<file path="config.mk">
export PLATFORM = sky130hd
export DESIGN_NAME = uart_rx_flat
export DESIGN_NICKNAME = d
export VERILOG_FILES = /design/src/rtl/uart_pkg.sv /design/src/rtl/uart_rx_if.sv /design/src/rtl/baud_tick_gen.sv /design/src/rtl/uart_rx.sv /design/src/flat_wrapper.sv
export SDC_FILE = /design/constraint.sdc
export NUM_CORES = 1
export LEC_CHECK = 0
export CAP_MARGIN = 0
export CORE_ASPECT_RATIO = 1.75
export CORE_MARGIN = 10
export CORE_UTILIZATION = 35
export CTS_CLUSTER_SIZE = 8
export DETAILED_ROUTE_END_ITERATION = 12
export DONT_BUFFER_PORTS = 1
export SLEW_MARGIN = 25
export SYNTH_ARGS = -nofsm -noshare
export SYNTH_HDL_FRONTEND = slang
export SYNTH_SLANG_ARGS = --single-unit
</file>
<file path="constraint.sdc">
create_clock -name clk -period 3.2 [get_ports clk]
set_input_delay 0.48 -clock clk [delete_from_list [all_inputs] [get_ports clk]]
set_output_delay 0.48 -clock clk [all_outputs]
set_load 0.01 [all_outputs]
</file>
<file path="src/rtl/uart_pkg.sv">
// rtl/uart_pkg.sv - shared UART constants, receiver state encoding and vote helper
// Contents: OVERSAMPLE ticks per bit, mid-bit sample positions, data width,
//           uart_state_e receiver states, maj3() 2-of-3 vote.
package uart_pkg;

  localparam int OVERSAMPLE = 16;
  localparam int MID_LO     = 7;
  localparam int MID        = 8;
  localparam int MID_HI     = 9;
  localparam int DATA_BITS  = 8;

  typedef enum logic [2:0] {
    IDLE,
    START,
    DATA,
    STOP,
    BREAK
  } uart_state_e;

  function automatic logic maj3(input logic a, input logic b, input logic c);
    return (a & b) | (a & c) | (b & c);
  endfunction

endpackage

</file>
<file path="src/rtl/uart_rx_if.sv">
// rtl/uart_rx_if.sv - received-byte handshake bundle between uart_rx and its consumer
// Signals: data[7:0] received byte, valid byte available, ready consumer accept,
//          frame_err bad stop bit pulse, overrun dropped byte pulse.
// master = receiver side, slave = consumer side.
interface uart_rx_if;

  logic [7:0] data;
  logic       valid;
  logic       ready;
  logic       frame_err;
  logic       overrun;

  modport master (
    output data, valid, frame_err, overrun,
    input  ready
  );

  modport slave (
    input  data, valid, frame_err, overrun,
    output ready
  );

endinterface

</file>
<file path="src/rtl/baud_tick_gen.sv">
// rtl/baud_tick_gen.sv - oversample tick divider, phase-resettable
// Ports: clk, rst_n (async active-low), clear (restart the phase at 0),
//        tick (one-cycle pulse every DIV clocks).
module baud_tick_gen #(
  parameter int CLK_HZ     = 48_000_000,
  parameter int BAUD       = 115200,
  parameter int OVERSAMPLE = 16
) (
  input  logic clk,
  input  logic rst_n,
  input  logic clear,
  output logic tick
);

  // Clocks per oversample tick, rounded to nearest.
  localparam int DIV = (CLK_HZ + (BAUD * OVERSAMPLE) / 2) / (BAUD * OVERSAMPLE);
  localparam int CW  = ($clog2(DIV) > 0) ? $clog2(DIV) : 1;

  logic [CW-1:0] cnt;

  assign tick = (cnt == CW'(DIV - 1));

  always_ff @(posedge clk or negedge rst_n) begin
    if (!rst_n) begin
      cnt <= '0;
    end else if (clear || tick) begin
      cnt <= '0;
    end else begin
      cnt <= cnt + 1'b1;
    end
  end

endmodule

</file>
<file path="src/rtl/uart_rx.sv">
// rtl/uart_rx.sv - 8N1 UART receiver, 16x oversampling with mid-bit 2-of-3 vote
// Ports: clk, rst_n (async active-low), rxd (async serial in, idles high),
//        rx (uart_rx_if.master: data/valid/ready handshake, frame_err, overrun pulses).
module uart_rx #(
  parameter int CLK_HZ     = 48_000_000,
  parameter int BAUD       = 115200,
  parameter int OVERSAMPLE = 16
) (
  input  logic         clk,
  input  logic         rst_n,
  input  logic         rxd,
  uart_rx_if.master    rx
);

  import uart_pkg::*;

  uart_state_e state, state_nx;

  logic       sync1, rxd_s, rxd_prev;
  logic       fall, clear, tick;
  logic [3:0] scnt;
  logic [2:0] bit_idx;
  logic       s_lo, s_mid, maj;
  logic       at_mid, at_end;
  logic [7:0] shift;
  logic       stop_good, stop_bad, good_pend;
  logic [7:0] data_q;
  logic       valid_q, frame_err_q, overrun_q;

  baud_tick_gen #(
    .CLK_HZ     (CLK_HZ),
    .BAUD       (BAUD),
    .OVERSAMPLE (OVERSAMPLE)
  ) u_tick (
    .clk   (clk),
    .rst_n (rst_n),
    .clear (clear),
    .tick  (tick)
  );

  // Synchronizer and previous-sample flops idle high so reset never fakes an edge.
  always_ff @(posedge clk or negedge rst_n) begin
    if (!rst_n) begin
      sync1    <= 1'b1;
      rxd_s    <= 1'b1;
      rxd_prev <= 1'b1;
    end else begin
      sync1    <= rxd;
      rxd_s    <= sync1;
      rxd_prev <= rxd_s;
    end
  end

  assign fall   = rxd_prev & ~rxd_s;
  assign clear  = (state == IDLE) && fall;
  assign at_mid = tick && (scnt == 4'(MID_HI));
  assign at_end = tick && (scnt == 4'(OVERSAMPLE - 1));
  // Third vote is the live sample taken at the decision tick itself.
  assign maj    = maj3(s_lo, s_mid, rxd_s);

  always_ff @(posedge clk or negedge rst_n) begin
    if (!rst_n) begin
      state <= IDLE;
    end else begin
      state <= state_nx;
    end
  end

  always_comb begin
    state_nx  = state;
    stop_good = 1'b0;
    stop_bad  = 1'b0;
    case (state)
      IDLE:  if (fall) state_nx = START;
      START: begin
        if (at_mid && maj)  state_nx = IDLE;   // glitch, not a start bit
        else if (at_end)    state_nx = DATA;
      end
      DATA:  if (at_end && (bit_idx == 3'(DATA_BITS - 1))) state_nx = STOP;
      STOP: begin
        // Leave mid stop bit so a back-to-back start edge is never missed.
        if (at_mid) begin
          if (maj) begin
            stop_good = 1'b1;
            state_nx  = IDLE;
          end else begin
            stop_bad  = 1'b1;
            state_nx  = BREAK;
          end
        end
      end
      BREAK: if (rxd_s) state_nx = IDLE;
      default: state_nx = IDLE;
    endcase
  end

  always_ff @(posedge clk or negedge rst_n) begin
    if (!rst_n) begin
      scnt    <= '0;
      bit_idx <= '0;
      s_lo    <= 1'b1;
      s_mid   <= 1'b1;
      shift   <= '0;
    end else begin
      if (clear)     scnt <= '0;
      else if (tick) scnt <= scnt + 1'b1;
      if (tick && (scnt == 4'(MID_LO))) s_lo  <= rxd_s;
      if (tick && (scnt == 4'(MID)))    s_mid <= rxd_s;
      if ((state == START) && at_end) bit_idx <= '0;
      if ((state == DATA) && at_mid)  shift   <= {maj, shift[7:1]};   // LSB first
      if ((state == DATA) && at_end)  bit_idx <= bit_idx + 1'b1;
    end
  end

  always_ff @(posedge clk or negedge rst_n) begin
    if (!rst_n) begin
      good_pend   <= 1'b0;
      data_q      <= '0;
      valid_q     <= 1'b0;
      frame_err_q <= 1'b0;
      overrun_q   <= 1'b0;
    end else begin
      good_pend   <= stop_good;
      frame_err_q <= stop_bad;
      overrun_q   <= 1'b0;
      if (good_pend) begin
        // A byte accepted this cycle frees the slot for the new one.
        if (!valid_q || rx.ready) begin
          data_q  <= shift;
          valid_q <= 1'b1;
        end else begin
          overrun_q <= 1'b1;
        end
      end else if (valid_q && rx.ready) begin
        valid_q <= 1'b0;
      end
    end
  end

  assign rx.data      = data_q;
  assign rx.valid     = valid_q;
  assign rx.frame_err = frame_err_q;
  assign rx.overrun   = overrun_q;

endmodule

</file>
<file path="src/flat_wrapper.sv">
// flat-port wrapper written by rule: the top's interface ports become plain ports
module uart_rx_flat import uart_pkg::*;
#(
  parameter int CLK_HZ     = 48_000_000,
  parameter int BAUD       = 115200,
  parameter int OVERSAMPLE = 16
)
  (clk, rst_n, rxd, rx_data, rx_valid, rx_frame_err, rx_overrun, rx_ready);
  uart_rx_if rx_i ();
  input  logic clk;
  input  logic rst_n;
  input  logic rxd;
  output wire logic [$bits(rx_i.data)-1:0] rx_data;
  output wire logic [$bits(rx_i.valid)-1:0] rx_valid;
  output wire logic [$bits(rx_i.frame_err)-1:0] rx_frame_err;
  output wire logic [$bits(rx_i.overrun)-1:0] rx_overrun;
  input wire logic [$bits(rx_i.ready)-1:0] rx_ready;
  assign rx_data = rx_i.data;
  assign rx_valid = rx_i.valid;
  assign rx_frame_err = rx_i.frame_err;
  assign rx_overrun = rx_i.overrun;
  assign rx_i.ready = rx_ready;
  uart_rx #(.CLK_HZ(CLK_HZ), .BAUD(BAUD), .OVERSAMPLE(OVERSAMPLE)) u_core (.clk(clk), .rst_n(rst_n), .rxd(rxd), .rx(rx_i));
endmodule
</file>
# [Yosys cells after proc, flatten, opt, wreduce, memory -nomap -nowiden]
# Cells that the tools add are included.
[totals] wordCells=86 register_bits=40 output_inout_bits=11
[classes] eq_ne=16 reduce_logical=21 addsub=3 bitwise=7 mux=24
[ops] op="2-to-1 mux 3 bit" count=9
[ops] op="case mux 3 bit (5 select lines)" count=1
[ops] op="== test 4 bit (second input constant)" count=3
[ops] op="logical AND 1 bit" count=11
[ops] op="2-to-1 mux 1 bit" count=11
[ops] op="2-to-1 mux 4 bit" count=2
[ops] op="!= test 2 x 1 -> 1 bit (second input constant)" count=4
[ops] op="== test 3 x 2 -> 1 bit (second input constant)" count=2
[ops] op="== test 3 bit (second input constant)" count=2
[ops] op="nonzero test 2 bit" count=3
[ops] op="adder 5 x 1 -> 5 bit (second input constant)" count=1
[ops] op="== test 5 bit (second input constant)" count=1
[ops] op="2-to-1 mux 5 bit" count=1
[ops] op="AND reduction 5 bit" count=1
[ops] op="adder 4 x 1 -> 4 bit (second input constant)" count=1
[ops] op="AND 1 bit" count=4
[ops] op="== test 4 x 3 -> 1 bit (second input constant)" count=1
[ops] op="AND reduction 2 bit" count=2
[ops] op="adder 3 x 1 -> 3 bit (second input constant)" count=1
[ops] op="== test 3 x 1 -> 1 bit (second input constant)" count=1
[ops] op="logical NOT 3 bit" count=1
[ops] op="!= test 3 x 1 -> 1 bit (second input constant)" count=1
[ops] op="logical OR 1 bit" count=2
[ops] op="!= test 2 bit (second input constant)" count=1
[ops] op="other kinds (3)" count=4

# [Longest topological paths before layout]
[logic_depth] word_depth=6 depth_mapped=8 depth_no_buf=6

# [By module]
# From an unflattened synthesis, not the netlist that was laid out.
[hier_totals] cells_unflattened=139 area_unflattened_um2=1823.0
[modules_own_cells] module="uart_rx" seq_area_each_um2=882.1 cells_per_inst=117 instances=1 area_per_inst_um2=1539.0
[modules_own_cells] module="baud_tick_gen" seq_area_each_um2=125.1 cells_per_inst=22 instances=1 area_per_inst_um2=284.0

# [Least setup slack after synthesis]
# Ideal clock, no wire load.
[synth_timing] kind="register -> register" startpoint="register u_core.u_tick.cnt[1]" endpoint="register u_core.shift[0]" arrival_time_ns=1.682 stages_incl_launch_ff=9 setup_time_ns=0.125 slack_ns=1.393 path_buffers=2 cell_sequence="dfrtp_1 > inv_1 > ha_1 > and4b_1 > buf_4 > nand2_2 > or3_1 > buf_6 > mux2_4"
[synth_via] elab_chain_cells=3
[synth_lines] element="from (decl)" line="baud_tick_gen.sv:19" source="logic [CW-1:0] cnt;"
[synth_lines] element="from (signal assigned)" line="baud_tick_gen.sv:29" source="cnt <= cnt + 1'b1;"
[synth_lines] element="== test 5 bit" line="baud_tick_gen.sv:21" source="assign tick = (cnt == CW'(DIV - 1));"
[synth_lines] element="logical AND 1 bit" line="uart_rx.sv:56" source="assign at_mid = tick && (scnt == 4'(MID_HI));"
[synth_lines] element="logical AND 1 bit" line="uart_rx.sv:110" source="if ((state == DATA) && at_mid) shift <= {maj, shift[7:1]};"
[synth_lines] element="to (signal assigned)" line="uart_rx.sv:110"
[synth_lines] element="to (decl)" line="uart_rx.sv:25" source="logic [7:0] shift;"
# Every way passes these cells.
# A chain may end at the register's enable or synchronous reset.

# [Worst setup path after layout]
[layout_timing] startpoint="register u_core.u_tick.cnt[1]" endpoint="register u_core.shift[5]"
# Same word-level chain as after synthesis.

==> metrics.md <==
| Metric | Value |
|---|---|
| Status | `completed` |
| Post-synthesis area per instance | `12.1 µm²` |
| Hold buffer count at cts | `1` |
| Setup WS pre-CTS | `912 ps` |
| Layout area overhead | `8.30%` |
| Yosys warning count | `0` |
| Gr ovfl total | `0` |
| CP endpoint kind | `flip-flop` |
| Vias in the first global route | `1152` |
| Initial antenna violation count | `0` |
| Final core utilization | `39.4%` |
| Fmax | `434 MHz` |
| Slew headroom | `69.1%` |
| Die Footprint | `0.00861 mm²` |
| Switch share | `26.7%` |
| Combinational Power Share | `15.0%` |
| First-pass GRT wire length | `5.54 mm` |
| Clock root buffer | `clkbuf_8` |
| WP data arrival | `2480 ps` |
| Layout cells sized above 1 | `22.2%` |
| PostCTS Resize Cnt | `0` |
| Clk pwr share | `33.7%` |
| Reg-to-reg setup timing slack | `900 ps` |
| Post-synthesis sequential area ratio | `55.2%` |
| Ys async rst share | `100%` |
| Drt first pass iters | `4` |
| Pin count of the biggest net entering global routing | `36` |
| Leak | `0.950 nW` |
| Unrepaired setup endpoints after global routing | `false` |
| # setup viols final | `0` |
| Via density per instance | `5.30` |
| Buffers on Ports | `0` |
| Slew @ Worst Pin | `463 ps` |
| Post-DRT Antenna Nets | `0` |
| Post-synthesis compound-gate area fraction | `5.21%` |
| Crit share post-route | `72.0%` |
| Worst Path Max Fanout | `14` |
| Main combinational cell family by area after synthesis | `simple AND/OR/NAND/NOR gates` |
| Cell Int Power | `0.867 mW` |
| Clock slew at reported path FFs | `70 ps` |
| Power share of the sequential group | `51.3%` |
| Io pins | `15` |
| Net Count, Synth | `162` |
| Psw | `0.317 mW` |
| CTS Sinks | `40` |
| Crit path max-delay cell type | `or3_1` |
| Worst r2r path cells | `6` |
| H-tree depth | `2` |
| Core area | `0.00502 mm²` |
| Crit path buffers/inverters | `1` |
| Fin crit period | `2300 ps` |
| Dpl hpwl | `2.32 mm` |
| Drt total wl | `3.17 mm` |
| Postcts setup bufs | `0` |
| Post-route setup slack | `895 ps` |
| Clk Latency, worst-skew pair | `290 ps` |
| Pwr per Cell Area | `599 mW/mm²` |
| Slowest cell delay on critical path | `570 ps` |
| Reported max-cap violation count | `0` |
| Slew Limit Fails | `0` |
| Clock Tree Buf Depth | `2` |
| Chip height | `116 µm` |
| Final hold vios | `0` |
| Simple-Gate Fraction of Synth Area | `14.4%` |
| TNS Setup | `0 ps` |
| Worst-path cell chain | `inv_1 > ha_1 > and4b_1 > nand2_2 > or3_1 > mux2_4` |
| Die Wd | `74.6 µm` |
| Synth Area in XOR/XNOR | `2.88%` |
| Adder-cell share of the synthesized area | `5.35%` |
| Vias | `1097` |
| Worst reg2reg path startpoint | `u_core.u_tick.cnt[1]` |
| R2R Path End | `u_core.shift[5]` |
| CP top delay family | `simple AND/OR/NAND/NOR gates` |
| Gpl congestion | `0.819` |
| Worst Setup Path Type | `reg2reg` |
| CTS tree | `done` |
| Antenna cells | `0` |
| Gr usage total | `8.21%` |
| FF+latch count, synth | `40` |
| Worst path required time | `3380 ps` |
| Mapped Cells | `151` |
| Fillers | `485` |
| Row count | `34` |
| CTS buffer count | `5` |
| Initial DRC Count | `69` |
| Max VDD drop | `0.369 mV` |
| DRC viols | `0` |
| Drt wl/cell | `15.3 µm` |
| Worst Hold Class | `in2async` |
| Final clock skew | `3.51 ps` |
| Mux cell area share after synthesis | `13.3%` |
| CP Launch Type | `flip-flop` |
| Post-synth EDFFs | `0` |
| Initial core utilization | `36.3%` |
| Synth Flop Type | `dfrtp_1` |
| Layout Nets | `163` |
| Mapped Area | `0.00182 mm²` |
| Synth cell types | `37` |
==> how the worst max path moves through the flow <==
| stage | from | to | slack, ps | depth (start not counted) |
|---|---|---|---|---|
| after floorplan | u_core.u_tick.cnt[1] | u_core.shift[0] | 1390 | 8 |
| after global placement | u_core.u_tick.cnt[1] | u_core.shift[0] | 1030 | 6 |
| after detailed placement | u_core.u_tick.cnt[1] | u_core.shift[5] | 910 | 6 |
| after CTS | u_core.u_tick.cnt[1] | u_core.shift[5] | 900 | 6 |
| after global routing | u_core.u_tick.cnt[1] | u_core.shift[0] | 740 | 6 |
| final | u_core.u_tick.cnt[1] | u_core.shift[5] | 900 | 6 |
==> power by group through the flow <==
stage               clock (mW)  sequential, mW  combinational [mW]
detailed placement           0           0.616               0.169
global placement             0           0.610               0.151
floorplan                    0           0.602               0.137
finish                   0.399           0.607               0.177
CTS                      0.410           0.606               0.182
global route             0.444           0.616               0.205
==> flip-flops by register name (all words and copies together) (netlist names) <==
register             flops
u_core.rx.frame_err      1
u_core.s_mid             1
u_core.rx.valid          1
u_core.bit_idx           3
u_core.rx.data           8
u_core.shift             8
u_core.rxd_prev          1
u_core.u_tick.cnt        5
u_core.scnt              4
u_core.rx.overrun        1
u_core.rxd_s             1
u_core.good_pend         1
u_core.state             3
u_core.s_lo              1
u_core.sync1             1
==> stage by stage <==
stage	hold WS, ps	area (µm²)	std cells	power (mW)
after floorplan	184	1820	151	0.739
after global placement	186	1850	198	0.760
after detailed placement	186	1850	198	0.785
after CTS	15.1	1980	207	1.20
after global routing	3.02	1980	207	1.27
final	17.3	1980	207	1.18
==> area by class of cell <==
type	instances	area (µm²)	share of cell area, %
Clock buffer	6	72.6	3.67
Multi-Input combinational cell	98	751	38.0
Tap cell	54	67.6	3.42
Timing Repair Buffer	1	20.0	1.01
Inverter	6	22.5	1.14
Sequential cell	40	1010	51.0
Clock inverter	2	35.0	1.77
==> layer usage <==
metal | global-route usage [%] | routed length, µm | vias up
met1 | 9.66 | 1250 | 545
met4 | 3.68 | 76 | 0
met2 | 13.2 | 1630 | 27
li1 | - | - | 518
met3 | 2.57 | 212 | 7
met5 | 0 | 0 | -
==> cell usage after synthesis, types with 2 or more instances <==
master,n,share of area (%)
xnor2_1,2,0.96
dfstp_2,5,7.2
and3b_1,2,0.96
dfrtp_1,35,48
mux2_4,8,6.6
buf_4,2,0.82
or2_2,2,0.69
nand4_1,3,1.0
buf_2,2,0.55
ha_1,7,4.8
xor2_1,4,1.9
mux2_2,10,6.2
clkbuf_1,2,0.41
nor3b_1,3,1.2
nor3_1,2,0.55
a22o_1,3,1.4
nor2_1,14,2.9
a21oi_1,2,0.55
nand2_1,11,2.3
inv_1,6,1.2
o21ai_0,5,1.4
nand3_1,6,1.6
==> logic make-up (layout without fill, tap and decap cells) <==
| group | count (synthesis) | count (layout) |
|---|---|---|
| simple gates | 51 | 51 |
| flops | 40 | 40 |
| compound gates | 14 | 14 |
| fa+ha+maj | 8 | 8 |
| mux | 19 | 19 |
| xor+xnor | 6 | 6 |
| buf+inv | 13 | 15 |
==> layout by cell type (no fill, tap or decap), types with 2 or more instances in the layout <==
cell type / Yosys / routed
nor3b_1: 3 / 3
clkbuf_8: 0 / 5
mux2_2: 10 / 10
or2_2: 2 / 2
and3b_1: 2 / 2
nand4_1: 3 / 3
a21oi_1: 2 / 2
xnor2_1: 2 / 2
dfrtp_1: 35 / 35
dfstp_2: 5 / 5
mux2_4: 8 / 8
nand3_1: 6 / 6
o21ai_0: 5 / 5
inv_1: 6 / 6
xor2_1: 4 / 4
ha_1: 7 / 7
nor2_1: 14 / 14
nand2_1: 11 / 11
a22o_1: 3 / 3
nor3_1: 2 / 2
Power figures use the tool's default switching activity.
